===== src/rtl/id_ex_stage_if.sv =====
//------------------------------------------------------------------------------
// id_ex_stage_if : ID-side, forwarding and ID/EX boundary signals of the stage
// Revision       : 1.0
//------------------------------------------------------------------------------
`default_nettype none

interface id_ex_stage_if #(
   parameter int DATA_W = 32
);
   logic              id_valid;
   logic [31:0]       id_pc;
   logic [31:0]       id_inst;
   logic              id_use_rs1;
   logic              id_use_rs2;
   logic [4:0]        rR1;
   logic [4:0]        rR2;
   logic [DATA_W-1:0] rD1;
   logic [DATA_W-1:0] rD2;
   logic              ex_wE;
   logic              ex_is_load;
   logic [4:0]        ex_wR;
   logic [DATA_W-1:0] ex_wdata;
   logic              mem_wE;
   logic [4:0]        mem_wR;
   logic [DATA_W-1:0] mem_wdata;
   logic              wb_wE;
   logic [4:0]        wb_wR;
   logic [DATA_W-1:0] wb_wdata;
   logic              ex_hold;
   logic              flush;
   logic              id_stall;
   logic              ex_valid;
   logic [31:0]       ex_pc;
   logic [31:0]       ex_inst;
   logic [DATA_W-1:0] ex_op1;
   logic [DATA_W-1:0] ex_op2;
   logic [4:0]        ex_rs1;
   logic [4:0]        ex_rs2;
   logic [4:0]        ex_rd;

   modport master (
      output id_valid, id_pc, id_inst, id_use_rs1, id_use_rs2, rD1, rD2,
             ex_wE, ex_is_load, ex_wR, ex_wdata, mem_wE, mem_wR, mem_wdata,
             wb_wE, wb_wR, wb_wdata, ex_hold, flush,
      input  rR1, rR2, id_stall, ex_valid, ex_pc, ex_inst, ex_op1, ex_op2,
             ex_rs1, ex_rs2, ex_rd
   );

   modport slave (
      input  id_valid, id_pc, id_inst, id_use_rs1, id_use_rs2, rD1, rD2,
             ex_wE, ex_is_load, ex_wR, ex_wdata, mem_wE, mem_wR, mem_wdata,
             wb_wE, wb_wR, wb_wdata, ex_hold, flush,
      output rR1, rR2, id_stall, ex_valid, ex_pc, ex_inst, ex_op1, ex_op2,
             ex_rs1, ex_rs2, ex_rd
   );
endinterface

`default_nettype wire


===== src/rtl/id_ex_stage.sv =====
//------------------------------------------------------------------------------
// id_ex_stage : operand fetch, forwarding, hazard detection, ID/EX register
// Revision    : 1.0
//------------------------------------------------------------------------------
`default_nettype none

module id_ex_stage #(
   parameter int DATA_W = 32,
   parameter bit FWD_EN = 1'b1
) (
   input  wire logic     clk,
   input  wire logic     rst_n,
   id_ex_stage_if.slave  bus
);
   localparam logic [4:0] c_R0 = 5'd0;

   logic [4:0]        w_rs1;
   logic [4:0]        w_rs2;
   logic              w_ex1, w_mem1, w_wb1;
   logic              w_ex2, w_mem2, w_wb2;
   logic              w_hazard;
   logic [DATA_W-1:0] w_op1;
   logic [DATA_W-1:0] w_op2;

   logic              r_valid;
   logic [31:0]       r_pc;
   logic [31:0]       r_inst;
   logic [DATA_W-1:0] r_op1;
   logic [DATA_W-1:0] r_op2;
   logic [4:0]        r_rs1;
   logic [4:0]        r_rs2;
   logic [4:0]        r_rd;

   assign w_rs1   = bus.id_inst[19:15];
   assign w_rs2   = bus.id_inst[24:20];
   assign bus.rR1 = w_rs1;
   assign bus.rR2 = w_rs2;

   // A source only matches a stage that writes a non-zero register it reads
   assign w_ex1  = bus.id_use_rs1 & bus.ex_wE  & (bus.ex_wR  != c_R0) & (bus.ex_wR  == w_rs1);
   assign w_mem1 = bus.id_use_rs1 & bus.mem_wE & (bus.mem_wR != c_R0) & (bus.mem_wR == w_rs1);
   assign w_wb1  = bus.id_use_rs1 & bus.wb_wE  & (bus.wb_wR  != c_R0) & (bus.wb_wR  == w_rs1);
   assign w_ex2  = bus.id_use_rs2 & bus.ex_wE  & (bus.ex_wR  != c_R0) & (bus.ex_wR  == w_rs2);
   assign w_mem2 = bus.id_use_rs2 & bus.mem_wE & (bus.mem_wR != c_R0) & (bus.mem_wR == w_rs2);
   assign w_wb2  = bus.id_use_rs2 & bus.wb_wE  & (bus.wb_wR  != c_R0) & (bus.wb_wR  == w_rs2);

   generate
      if (FWD_EN) begin : g_fwd
         always_comb begin
            w_op1 = bus.rD1;
            if (w_ex1)       w_op1 = bus.ex_wdata;
            else if (w_mem1) w_op1 = bus.mem_wdata;
            else if (w_wb1)  w_op1 = bus.wb_wdata;
         end

         always_comb begin
            w_op2 = bus.rD2;
            if (w_ex2)       w_op2 = bus.ex_wdata;
            else if (w_mem2) w_op2 = bus.mem_wdata;
            else if (w_wb2)  w_op2 = bus.wb_wdata;
         end

         // Only a load in EX has no result yet; everything else is forwardable
         assign w_hazard = bus.ex_is_load & (w_ex1 | w_ex2);
      end else begin : g_nofwd
         assign w_op1    = bus.rD1;
         assign w_op2    = bus.rD2;
         assign w_hazard = w_ex1 | w_mem1 | w_wb1 | w_ex2 | w_mem2 | w_wb2;
      end
   endgenerate

   assign bus.id_stall = bus.id_valid & ~bus.flush & (w_hazard | bus.ex_hold);

   always_ff @(posedge clk) begin
      if (!rst_n) begin
         r_valid <= 1'b0;
         r_pc    <= '0;
         r_inst  <= '0;
         r_op1   <= '0;
         r_op2   <= '0;
         r_rs1   <= '0;
         r_rs2   <= '0;
         r_rd    <= '0;
      end else if (bus.flush) begin
         r_valid <= 1'b0;
      end else if (bus.ex_hold) begin
         r_valid <= r_valid;
      end else if (w_hazard) begin
         r_valid <= 1'b0;
      end else begin
         r_valid <= bus.id_valid;
         r_pc    <= bus.id_pc;
         r_inst  <= bus.id_inst;
         r_op1   <= w_op1;
         r_op2   <= w_op2;
         r_rs1   <= w_rs1;
         r_rs2   <= w_rs2;
         r_rd    <= bus.id_inst[11:7];
      end
   end

   assign bus.ex_valid = r_valid;
   assign bus.ex_pc    = r_pc;
   assign bus.ex_inst  = r_inst;
   assign bus.ex_op1   = r_op1;
   assign bus.ex_op2   = r_op2;
   assign bus.ex_rs1   = r_rs1;
   assign bus.ex_rs2   = r_rs2;
   assign bus.ex_rd    = r_rd;

endmodule

`default_nettype wire


===== src/flat_wrapper.sv =====
// flat-port wrapper written by rule: the top's interface ports become plain ports
module id_ex_stage_flat 
#(
   parameter int DATA_W = 32,
   parameter bit FWD_EN = 1'b1
)
  (clk, rst_n, bus_id_valid, bus_id_pc, bus_id_inst, bus_id_use_rs1, bus_id_use_rs2, bus_rD1, bus_rD2, bus_ex_wE, bus_ex_is_load, bus_ex_wR, bus_ex_wdata, bus_mem_wE, bus_mem_wR, bus_mem_wdata, bus_wb_wE, bus_wb_wR, bus_wb_wdata, bus_ex_hold, bus_flush, bus_rR1, bus_rR2, bus_id_stall, bus_ex_valid, bus_ex_pc, bus_ex_inst, bus_ex_op1, bus_ex_op2, bus_ex_rs1, bus_ex_rs2, bus_ex_rd);
  id_ex_stage_if #(.DATA_W(DATA_W)) bus_i ();
  input  wire logic clk;
  input  wire logic rst_n;
  input wire logic [$bits(bus_i.id_valid)-1:0] bus_id_valid;
  input wire logic [$bits(bus_i.id_pc)-1:0] bus_id_pc;
  input wire logic [$bits(bus_i.id_inst)-1:0] bus_id_inst;
  input wire logic [$bits(bus_i.id_use_rs1)-1:0] bus_id_use_rs1;
  input wire logic [$bits(bus_i.id_use_rs2)-1:0] bus_id_use_rs2;
  input wire logic [$bits(bus_i.rD1)-1:0] bus_rD1;
  input wire logic [$bits(bus_i.rD2)-1:0] bus_rD2;
  input wire logic [$bits(bus_i.ex_wE)-1:0] bus_ex_wE;
  input wire logic [$bits(bus_i.ex_is_load)-1:0] bus_ex_is_load;
  input wire logic [$bits(bus_i.ex_wR)-1:0] bus_ex_wR;
  input wire logic [$bits(bus_i.ex_wdata)-1:0] bus_ex_wdata;
  input wire logic [$bits(bus_i.mem_wE)-1:0] bus_mem_wE;
  input wire logic [$bits(bus_i.mem_wR)-1:0] bus_mem_wR;
  input wire logic [$bits(bus_i.mem_wdata)-1:0] bus_mem_wdata;
  input wire logic [$bits(bus_i.wb_wE)-1:0] bus_wb_wE;
  input wire logic [$bits(bus_i.wb_wR)-1:0] bus_wb_wR;
  input wire logic [$bits(bus_i.wb_wdata)-1:0] bus_wb_wdata;
  input wire logic [$bits(bus_i.ex_hold)-1:0] bus_ex_hold;
  input wire logic [$bits(bus_i.flush)-1:0] bus_flush;
  output wire logic [$bits(bus_i.rR1)-1:0] bus_rR1;
  output wire logic [$bits(bus_i.rR2)-1:0] bus_rR2;
  output wire logic [$bits(bus_i.id_stall)-1:0] bus_id_stall;
  output wire logic [$bits(bus_i.ex_valid)-1:0] bus_ex_valid;
  output wire logic [$bits(bus_i.ex_pc)-1:0] bus_ex_pc;
  output wire logic [$bits(bus_i.ex_inst)-1:0] bus_ex_inst;
  output wire logic [$bits(bus_i.ex_op1)-1:0] bus_ex_op1;
  output wire logic [$bits(bus_i.ex_op2)-1:0] bus_ex_op2;
  output wire logic [$bits(bus_i.ex_rs1)-1:0] bus_ex_rs1;
  output wire logic [$bits(bus_i.ex_rs2)-1:0] bus_ex_rs2;
  output wire logic [$bits(bus_i.ex_rd)-1:0] bus_ex_rd;
  assign bus_i.id_valid = bus_id_valid;
  assign bus_i.id_pc = bus_id_pc;
  assign bus_i.id_inst = bus_id_inst;
  assign bus_i.id_use_rs1 = bus_id_use_rs1;
  assign bus_i.id_use_rs2 = bus_id_use_rs2;
  assign bus_i.rD1 = bus_rD1;
  assign bus_i.rD2 = bus_rD2;
  assign bus_i.ex_wE = bus_ex_wE;
  assign bus_i.ex_is_load = bus_ex_is_load;
  assign bus_i.ex_wR = bus_ex_wR;
  assign bus_i.ex_wdata = bus_ex_wdata;
  assign bus_i.mem_wE = bus_mem_wE;
  assign bus_i.mem_wR = bus_mem_wR;
  assign bus_i.mem_wdata = bus_mem_wdata;
  assign bus_i.wb_wE = bus_wb_wE;
  assign bus_i.wb_wR = bus_wb_wR;
  assign bus_i.wb_wdata = bus_wb_wdata;
  assign bus_i.ex_hold = bus_ex_hold;
  assign bus_i.flush = bus_flush;
  assign bus_rR1 = bus_i.rR1;
  assign bus_rR2 = bus_i.rR2;
  assign bus_id_stall = bus_i.id_stall;
  assign bus_ex_valid = bus_i.ex_valid;
  assign bus_ex_pc = bus_i.ex_pc;
  assign bus_ex_inst = bus_i.ex_inst;
  assign bus_ex_op1 = bus_i.ex_op1;
  assign bus_ex_op2 = bus_i.ex_op2;
  assign bus_ex_rs1 = bus_i.ex_rs1;
  assign bus_ex_rs2 = bus_i.ex_rs2;
  assign bus_ex_rd = bus_i.ex_rd;
  id_ex_stage #(.DATA_W(DATA_W), .FWD_EN(FWD_EN)) u_core (.clk(clk), .rst_n(rst_n), .bus(bus_i));
endmodule

===== config.mk =====
export PLATFORM = sky130hd
export DESIGN_NAME = id_ex_stage_flat
export DESIGN_NICKNAME = d
export VERILOG_FILES = /design/src/rtl/id_ex_stage_if.sv /design/src/rtl/id_ex_stage.sv /design/src/flat_wrapper.sv
export SDC_FILE = /design/constraint.sdc
export NUM_CORES = 1
export LEC_CHECK = 0
export BUFFER_PORTS_ARGS = -buffer_cell sky130_fd_sc_hd__buf_2
export CAP_MARGIN = 15
export CORE_AREA = 4 4 154 156
export CTS_BUF_LIST = sky130_fd_sc_hd__clkbuf_4 sky130_fd_sc_hd__clkbuf_8
export DETAILED_ROUTE_END_ITERATION = 8
export DIE_AREA = 0 0 158 160
export GPL_TIMING_DRIVEN = 0
export HOLD_SLACK_MARGIN = 0.1
export PLACE_DENSITY = 0.66
export SLEW_MARGIN = 20
export SYNTH_ARGS = -nofsm -noshare
export SYNTH_HDL_FRONTEND = slang
export SYNTH_SLANG_ARGS = --single-unit

===== constraint.sdc =====
create_clock -name clk -period 1.9 [get_ports clk]
set_input_delay 0.095 -clock clk [delete_from_list [all_inputs] [get_ports clk]]
set_output_delay 0.095 -clock clk [all_outputs]
set_load 0.01 [all_outputs]

# ---- Yosys cells after proc, flatten, opt, wreduce, memory -nomap -nowiden
# Cells that the tools add are included.
dict set report totals {
  reg_bits 144
  inputBits 250
  output_inout_bits 155
  word_cells 53
}
dict set report op_classes {
  n_eq_ne 6
  muxes 7
  bitwise_logic 27
  reduce_logical 5
}
# cell count
set ops {}
lappend ops {{32-bit two-way mux} 6}
lappend ops {{5-bit == test} 6}
lappend ops {{1-bit bitwise AND} 21}
lappend ops {{5-bit nonzero test} 3}
lappend ops {{1-bit NOT} 4}
lappend ops {{3-bit AND reduction} 1}
lappend ops {{1-bit bitwise OR} 2}
lappend ops {{2-bit OR reduction} 1}
lappend ops {{1-bit two-way mux} 1}

# ---- Longest topological paths before layout
# Gate-level depths: netlist (run 1).
dict set report logic_depth {
  ltp_word 7
  depth_mapped 9
  mapped_depth_nobuf 6
}

# ---- Worst setup path before layout (run 1)
# OpenSTA, ideal clock, no wires.
dict set report synth_path {
  kind {input port to flip-flop}
  from {input port bus_wb_wR[2]}
  to {register u_core.r_op2[10] (netlist: u_core.bus.ex_op2[10])}
  setup_time_ps 119
  arrival_ps 1620
  required_time_ps 1781
  path_slack_ps 161
  path_stages 8
  n_path_buf 2
  cell_sequence {or4_4 -> o2111a_1 -> and2_1 -> buf_6 -> buf_8 -> nand2_1 -> a311oi_1 -> o221a_1}
}
dict set report synth_via {
  elab_chain_cells 6
  word_cells_on_any_way 7
  cone_classes {1 x eq/ne; 3 x mux; 2 x bitwise; 1 x reduce/logical}
}
# element line_no
set synth_lines {}
lappend synth_lines {{start: declaration} flat_wrapper.sv:26} ;# input wire logic [$bits(bus_i.wb_wR)-1:0] bus_wb_wR;
lappend synth_lines {{5-bit nonzero test} id_ex_stage.sv:45} ;# assign w_wb2 = bus.id_use_rs2 & bus.wb_wE & (bus.wb_wR != c_R0) & (bus.wb_wR == w_rs2);
lappend synth_lines {{1-bit bitwise AND} id_ex_stage.sv:45}
lappend synth_lines {{1-bit bitwise AND (*)} id_ex_stage.sv:45}
lappend synth_lines {{32-bit two-way mux (*)} id_ex_stage.sv:60} ;# else if (w_wb2) w_op2 = bus.wb_wdata;
lappend synth_lines {{32-bit two-way mux (*)} id_ex_stage.sv:59} ;# else if (w_mem2) w_op2 = bus.mem_wdata;
lappend synth_lines {{32-bit two-way mux (*)} id_ex_stage.sv:58} ;# if (w_ex2) w_op2 = bus.ex_wdata;
lappend synth_lines {{end signal: assignment} id_ex_stage.sv:95} ;# r_op2 <= w_op2;
lappend synth_lines {{end: declaration} id_ex_stage.sv:29} ;# logic [DATA_W-1:0] r_op2;
# Every way passes the cells marked *; elsewhere a longest branch is shown, timed or not.
# A chain may end at the register's enable or synchronous reset.

# ---- Final worst setup path (run 1)
dict set report layout_path {
  from {input port bus_id_inst[15]}
  to {output port bus_id_stall}
}
dict set report layout_via {
  elab_chain_cells 6
}
# element line_no
set layout_lines {}
lappend layout_lines {{start: declaration} flat_wrapper.sv:13} ;# input wire logic [$bits(bus_i.id_inst)-1:0] bus_id_inst;
lappend layout_lines {{5-bit == test} id_ex_stage.sv:40} ;# assign w_ex1 = bus.id_use_rs1 & bus.ex_wE & (bus.ex_wR != c_R0) & (bus.ex_wR == w_rs1);
lappend layout_lines {{1-bit bitwise AND} id_ex_stage.sv:40}
lappend layout_lines {{1-bit bitwise OR} id_ex_stage.sv:64} ;# assign w_hazard = bus.ex_is_load & (w_ex1 | w_ex2);
lappend layout_lines {{1-bit bitwise AND} id_ex_stage.sv:64}
lappend layout_lines {{1-bit bitwise OR} id_ex_stage.sv:72} ;# assign bus.id_stall = bus.id_valid & ~bus.flush & (w_hazard | bus.ex_hold);
lappend layout_lines {{1-bit bitwise AND} id_ex_stage.sv:72}
lappend layout_lines {{end: declaration} flat_wrapper.sv:32} ;# output wire logic [$bits(bus_i.id_stall)-1:0] bus_id_stall;
# No other way between the ends.

==> results of run 1 <==
placed cells by master (no fill, tap or decap), types with 6 or more instances in the layout:
cell type / instances
buf_8: 8
xnor2_1: 8
a311oi_1: 62
o221a_1: 63
diode_2: 6
buf_4: 46
dlygate4sd3_1: 130
xor2_1: 21
clkbuf_1: 27
buf_6: 27
a31oi_1: 64
buf_1: 6
nand2_1: 323
mux2i_1: 64
nor2_1: 65
clkbuf_8: 24
dfxtp_1: 129
buf_2: 409
what timing repair did:
| action | in CTS | in global routing |
|---|---|---|
| endpoints found under the hold margin | 126 | 0 |
| pin swaps | 4 | 5 |
| cloned | 0 | 0 |
| endpoints found under the setup margin | 33 | 7 |
| hold buffers | 128 | 0 |
| gates resized for setup | 4 | 8 |
| buffers inserted | 5 | 7 |
power groups by stage:
stage	sequential [mW]	clock (mW)	combinational (mW)
detailed placement	3.02	0	1.50
global placement	3.02	0	1.49
floorplan	3.09	0	0.695
finish	2.97	2.49	1.74
global route	2.98	2.65	1.88
CTS	2.97	2.51	1.71
state kept, by name (all words and copies together) (netlist names):
name	cells
u_core.bus.ex_inst	20
u_core.bus.ex_op2	32
u_core.bus.ex_rs1	4
u_core.bus.ex_pc	32
u_core.bus.ex_valid	1
u_core.bus.ex_rd	4
u_core.bus.ex_rs2	4
u_core.bus.ex_op1	32
worst max-delay path by stage:
stage | to | cells past startpoint | slack [ps]
finish | bus_id_stall | 10 | 9
CTS | bus_id_stall | 10 | 9
global route | bus_id_stall | 10 | -30
floorplan | u_core.bus.ex_op2[10]$_SDFFE_PN0P_ | 8 | 160
global placement | u_core.bus.ex_op2[16]$_SDFFE_PN0P_ | 8 | -780
detailed placement | u_core.bus.ex_op2[16]$_SDFFE_PN0P_ | 8 | -770
worst reg2reg max path, delay by kind of cell (launching register included):
family,cells,cell delay (ps)
buffers and inverters,1,550
DFF,1,320
AOI/OAI and AO/OA,1,170
and+or+nand+nor,1,70
stage by stage:
stage               hold WS [ps]  instances  TNS (ps)  area (sq um)  util (%)
floorplan                    171        956         0          7890         -
global placement             306       1644    -42420         10300      45.9
detailed placement           306       1644    -43780         10300      45.9
CTS                          100       1809         0         12000      53.6
global route                 108       1820     -45.7         12100      53.9
finish                       117       1822         0         12100      53.9
cell type report:
type	instances	area, sq um	share of cell area, %
multi-input combinational	704	4310	35.7
timing repair buffer	543	3390	28.1
sequential	129	2580	21.4
buffer	123	1010	8.37
tap	285	357	2.96
clock buffer	17	234	1.94
clock inverter	15	166	1.38
antenna	6	15.0	0.124
cells by family after synthesis:
| kind of cell | synth area share, % |
|---|---|
| xor gates and xnor gates | 3.33 |
| buffers and inverters | 12.8 |
| muxes | 8.12 |
| AOI/OAI and AO/OA | 22.2 |
| and+or+nand+nor | 20.8 |
| DFF | 32.8 |
metal layers:
layer	vias up	GRT usage, %	routed length, um
met5	-	0	12
met4	2	9.77	1160
met3	88	6.78	3310
met2	579	49.0	18300
met1	4561	32.9	14200
li1	4517	-	-
==> qor.txt, run 1 <==
Reg power frac: 41.2%
R2R cell count: 3
Number of fill cells in the layout: 2119
Vias/cell: 5.35
CP Buf/Inv Count: 4
Worst-path cell chain: buf_2, xor2_1, nor4_1, and3_1, buf_6, o211ai_4, buf_8, nor2b_1, nor3b_1, buf_2
Synth async-reset ratio: 0%
Slew HR: 52.5%
CTS sink count: 129
Antenna Nets Post-Route: 0
Initial antenna violation count: 7
GRT Overall Usage: 27.9%
Arr. time, crit path: 1800 ps
Seq/Total Area, Yosys: 32.8%
Slew @ Worst Pin: 713 ps
Die width: 158 um
RSZ-0062 raised after global routing: true
Sw Share: 34.1%
Post-synth top area share: 32.8%
HP Start: bus_rD2[4]
Most common cell in the synthesized netlist: nand2_1
DP Wirelength: 26900 um
Syn Std Cell Area: 7890 sq um
Pre-CTS setup slack: -770 ps
Pwr per Cell Area: 597 nW/um^2
IO buf count: 403
Final setup margin: 8.59 ps
Clock buffer depth: 2
Ports: 405
Leakage power: 5.74 nW
Commonest cells post-synth: 323 x nand2_1, 129 x dfxtp_1, 65 x nor2_1
CP peak stage delay: 300 ps
Power Internal: 4.75 mW
First-pass GRT wire length: 55100 um
Startpoint types: input port
CP Class: in -> out
Status: finished clean
Congestion Overflow GR: 0
DRT iter0 DRCs: 721
Reg2Reg Launch Point: u_core.bus.ex_valid$_SDFFE_PP0N_
P&R area growth vs syn: 53.0%
Post-route DRC violation count: 0
Maxcap violations: 0
DIE AREA: 25300 sq um
Power, Total: 7.21 mW
Critical Path Fanout Max: 5
Share of layout cells above drive strength 1: 35.8%
CTS root buf: clkbuf_8
Area leader, netlist: dfxtp_1
Critical-path top delay cell: nor4_1
Vias in the first global route: 9884
Final hold vios: 0
Hold endpoint: u_core.bus.ex_op2[4]$_SDFFE_PN0P_
Synth warn: 0
Hold Path Depth: 4
Data required, critical path: 1800 ps
GPL Wtd Cong: 0.880
Crit end category: primary output
NetSw: 2.46 mW
Die Ht: 160 um
Period minus WS final: 1890 ps
Proportion of power drawn by combinational gates: 24.2%
Largest net degree at the start of global routing: 17
CTS tree: done
Clk pwr share: 34.6%
Wire length per cell: 20.3 um
Most common cell on crit path: buf_2
Cell family with most CP delay: simple AND/OR/NAND/NOR gates
Worst setup startpoint: bus_id_inst[15]
Synth area leaders: dfxtp_1 33%, nand2_1 15%, o221a_1 9.0%, mux2i_1 8.1%, a311oi_1 6.9%
Clk_skew: 0 ps
Primary FF master, synth: dfxtp_1
Finish-stage setup viols: 0
Starting Density: 35.3%
CTS buffer count: 17
Hold crit path type: in -> reg
Worst-skew pair later-pin latency: 440 ps
Clk slew on worst S/H paths: 90 ps
FF-to-FF setup slack: 680 ps
H-tree Lvls: 4
Register bit total from synthesis: 129
Nets: 1768
Max Transition Viols Final: 0
Final wirelength: 37000 um
Worst IR drop on VDD: 443 uV
Number of synthesized flops with an enable pin: 0
Via count: 9747
Syn avg cell area: 8.25 sq um
# rows: 55
First drt pass iteration count: 6
F_max: 529 MHz
Reg2reg end: u_core.bus.ex_valid$_SDFFE_PP0N_
Post-synth cell types: 39
Synth Instances: 956
Post-route clock period utilization: 99.5%
Syn nets: 1206
Core region area: 22400 sq um
No activity file was read; power rests on OpenSTA's default activity.
==> run 2: changes to the inputs <==
--- a/config.mk
+++ b/config.mk
@@ -5,15 +5,16 @@
 export SDC_FILE = /design/constraint.sdc
 export NUM_CORES = 1
 export LEC_CHECK = 0
+export ABC_AREA = 1
 export BUFFER_PORTS_ARGS = -buffer_cell sky130_fd_sc_hd__buf_2
 export CAP_MARGIN = 15
-export CORE_AREA = 4 4 154 156
+export CORE_AREA = 4 4 156 158
 export CTS_BUF_LIST = sky130_fd_sc_hd__clkbuf_4 sky130_fd_sc_hd__clkbuf_8
 export DETAILED_ROUTE_END_ITERATION = 8
-export DIE_AREA = 0 0 158 160
+export DIE_AREA = 0 0 160 162
 export GPL_TIMING_DRIVEN = 0
 export HOLD_SLACK_MARGIN = 0.1
-export PLACE_DENSITY = 0.66
+export PLACE_DENSITY = 0.72
 export SLEW_MARGIN = 20
 export SYNTH_ARGS = -nofsm -noshare
 export SYNTH_HDL_FRONTEND = slang
==> run 2 against run 1 <==
  * Clock power is 10% higher
  * Combinational power is 15% higher
  * Largest cell class is now multi-input combinational cells
  * Sequential share of layout area is 1.5 points lower
==> qor.txt, run 2 <==
Status: finished clean (unchanged)
F_max: 562 MHz (was 529 MHz)
RSZ-0062 raised after global routing: false (was true)
GRT Overall Usage: 31.1% (was 27.9%)
Syn avg cell area: 5.51 sq um (was 8.25 sq um)
Largest net degree at the start of global routing: 17 (unchanged)
Congestion Overflow GR: 0 (unchanged)
Startpoint types: input port (unchanged)
Commonest non-fill, non-tap cell in the layout: buf_2 (unchanged)
Final Cell Area: 13000 sq um (was 12100 sq um)
Crit end category: primary output (unchanged)
Clk slew on worst S/H paths: 90 ps (about the same)
First-pass GRT wire length: 64000 um (was 55100 um)
Slew @ Worst Pin: 785 ps (was 713 ps)
Pwr per Cell Area: 595 nW/um^2 (was 597 nW/um^2)
Most common cell in the synthesized netlist: inv_1 (was nand2_1)
Share of layout cells above drive strength 1: 24.4% (was 35.8%)
Clock buffer depth: 2 (unchanged)
Synth async-reset ratio: 0% (unchanged)
P&R area growth vs syn: 37.3% (was 53.0%)
GRT Max-Usage Layer: met2 (unchanged)
First drt pass iteration count: 7 (was 6)
Die Ht: 162 um (was 160 um)
Final hold vios: 0 (unchanged)
Syn nets: 1962 (was 1206)
Reg2Reg Launch Point: u_core.bus.ex_valid$_SDFFE_PP0N_ (unchanged)
Met2 Use GR: 54.0% (was 49.0%)
DP Wirelength: 32800 um (was 26900 um)
# rows: 56 (was 55)
Seq/Total Area, Yosys: 27.4% (was 32.8%)
Worst-skew pair later-pin latency: 450 ps (was 440 ps)
R2R cell count: 3 (unchanged)
Commonest cells post-synth: 398 x inv_1, 340 x nand2_1, 269 x nand3_1 (was 323 x nand2_1, 129 x dfxtp_1, 65 x nor2_1)
Worst setup startpoint: bus_id_inst[15] (unchanged)
Initial antenna violation count: 6 (was 7)
Area share of xor/xnor cells in the synthesized design: 0.186% (was 3.33%)
Power, Total: 7.71 mW (was 7.21 mW)
Maxcap violations: 0 (unchanged)
Number of fill cells in the layout: 2439 (was 2119)
Max Transition Viols Final: 0 (unchanged)
Compound-gate portion of the synthesized area: 7.34% (was 22.2%)
Arr. time, crit path: 1690 ps (was 1800 ps)
CP Class: in -> out (unchanged)
Finish-stage setup viols: 0 (unchanged)
Final wirelength: 42400 um (was 37000 um)
Commonest cells after routing, fill and taps aside: 443 x buf_2, 398 x inv_1, 340 x nand2_1 (was 409 x buf_2, 323 x nand2_1, 130 x dlygate4sd3_1)
Area of the multi-input gates: 4620 sq um (was 4310 sq um)
Hold Path Depth: 7 (was 4)
Synth Area in Simple Gates: 41.1% (was 20.8%)
Synth area leaders: dfxtp_1 27%, inv_1 16%, nand3_1 14%, nand2_1 14%, nor2_1 8.5% (was dfxtp_1 33%, nand2_1 15%, o221a_1 9.0%, mux2i_1 8.1%, a311oi_1 6.9%)
IO buf count: 404 (was 403)
Antenna Nets Post-Route: 0 (unchanged)
Data required, critical path: 1800 ps (about the same)
CTS tree: done (unchanged)
Via count: 12537 (was 9747)
H-tree Lvls: 4 (unchanged)
GPL Wtd Cong: 0.957 (was 0.880)
CTS buffer count: 17 (unchanged)
Hold crit path type: in -> reg (unchanged)
Core region area: 23100 sq um (was 22400 sq um)
Synth Instances: 1712 (was 956)
Critical Path Fanout Max: 10 (was 5)
GR Util met3: 5.07% (was 6.78%)
Register bit total from synthesis: 129 (unchanged)
Post-synth top area share: 27.4% (was 32.8%)
Period minus WS final: 1780 ps (was 1890 ps)
Reg area: 2580 sq um (unchanged)
DIE AREA: 25900 sq um (was 25300 sq um)
Number of synthesized flops with an enable pin: 0 (unchanged)
Syn Std Cell Area: 9440 sq um (was 7890 sq um)
Largest family of logic cells by synthesized area: simple AND/OR/NAND/NOR gates (was compound AO/OA/AOI/OAI gates)
Synth warn: 0 (unchanged)
Vias/cell: 5.00 (was 5.35)
Clk_skew: 0 ps (unchanged)
Post-CTS Setup Repair Bufs: 0 (was 5)
Post-route clock period utilization: 93.7% (was 99.5%)
Slew HR: 47.7% (was 52.5%)
Die width: 160 um (was 158 um)
Primary FF master, synth: dfxtp_1 (unchanged)
Post-route DRC violation count: 0 (unchanged)
Mux contribution to synthesized area: 0% (was 8.12%)
Worst IR drop on VDD: 370 uV (was 443 uV)
Met1 Use GR: 37.5% (was 32.9%)
Post-DP Area: 11800 sq um (was 10300 sq um)
Synth Area in Adders: 0% (unchanged)
HP Start: bus_ex_wdata[23] (was bus_rD2[4])
CTS root buf: clkbuf_8 (unchanged)
Final setup TNS: 0 ps (unchanged)
CTS sink count: 129 (unchanged)
Post-synth cell types: 20 (was 39)
Area leader, netlist: dfxtp_1 (unchanged)
Starting Density: 40.8% (was 35.3%)
Wire length per cell: 16.9 um (was 20.3 um)
DRT iter0 DRCs: 948 (was 721)
Ports: 405 (unchanged)
Nets: 2451 (was 1768)
Leakage power: 7.90 nW (was 5.74 nW)
Vias in the first global route: 11810 (was 9884)
[run 2: cell count changes after synthesis, sizes merged, moves of 22 or more]
cell / delta
a311oi: -64
nand4: +66
inv: +411
o221a: -64
nand3: +272
xor2: -22
a31oi: -64
o21ai: +66
mux2i: -64
a21oi: +71
nor2: +149
[run 2: worst paths after layout]
kind | slack (ps) | end
hold / removal | 140 | u_core.bus.ex_op2[23]$_SDFFE_PN0P_
hold reg to reg | 450 | u_core.bus.ex_pc[11]$_SDFFE_PN0P_
setup reg to reg | 590 | u_core.bus.ex_valid$_SDFFE_PP0N_
setup / recovery | 120 | bus_id_stall
[run 2: cells by family after synthesis]
family | Yosys count
AND/OR/NAND/NOR | 894
buffers and inverters | 549
AO/OA/AOI/OAI | 138
flip-flops | 129
XOR/XNOR | 2
[run 2: report_power, final]
group / total [mW] / switching (mW) / internal [mW]
sequential: 2.97 / 0.101 / 2.87
combinational: 2.00 / 1.20 / 0.800
clock: 2.74 / 1.40 / 1.35
[run 2: per-layer routing]
metal / share of wire, % / vias up
met2: 48 / 645
met3: 7.6 / 119
met5: 0.031 / -
li1: - / 6161
met4: 4.3 / 2
met1: 40 / 5610
[run 2: timing repair]
| action | 4_1_cts | 5_1_grt |
|---|---|---|
| setup endpoints to repair | 16 | 5 |
| resized for setup | 3 | 8 |
| endpoints found under the hold margin | 65 | 0 |
| hold buffers | 66 | 0 |
[run 2: final cells by class]
cell class	instances	area share, %
Multi-Input combinational cell	1034	35.7
Timing Repair Buffer	470	20.7
Sequential cell	129	19.9
Inverter	414	12.0
Buffer	135	5.50
Tap cell	290	2.80
Clock buffer	17	1.80
Clock inverter	15	1.52
Antenna cell	5	0.0965
[run 2: critical path, stage by stage]
cell	delay [ps]
buf_2	180
inv_2	60
nand2_1	80
nand3_1	130
nor2_2	200
nand3_4	160
nand2_1	110
nand2_1	110
buf_4	200
a21oi_1	180
buf_2	170
[run 2: through the flow]
step / hold WS [ps] / util, % / cells / setup WS, ps
floorplan: 173 / - / 1712 / 468
global placement: 319 / 51.1 / 2406 / -608
detailed placement: 308 / 51.1 / 2406 / -586
CTS: 131 / 55.9 / 2504 / 48.6
global route: 193 / 56.1 / 2509 / 10.5
finish: 144 / 56.1 / 2509 / 120
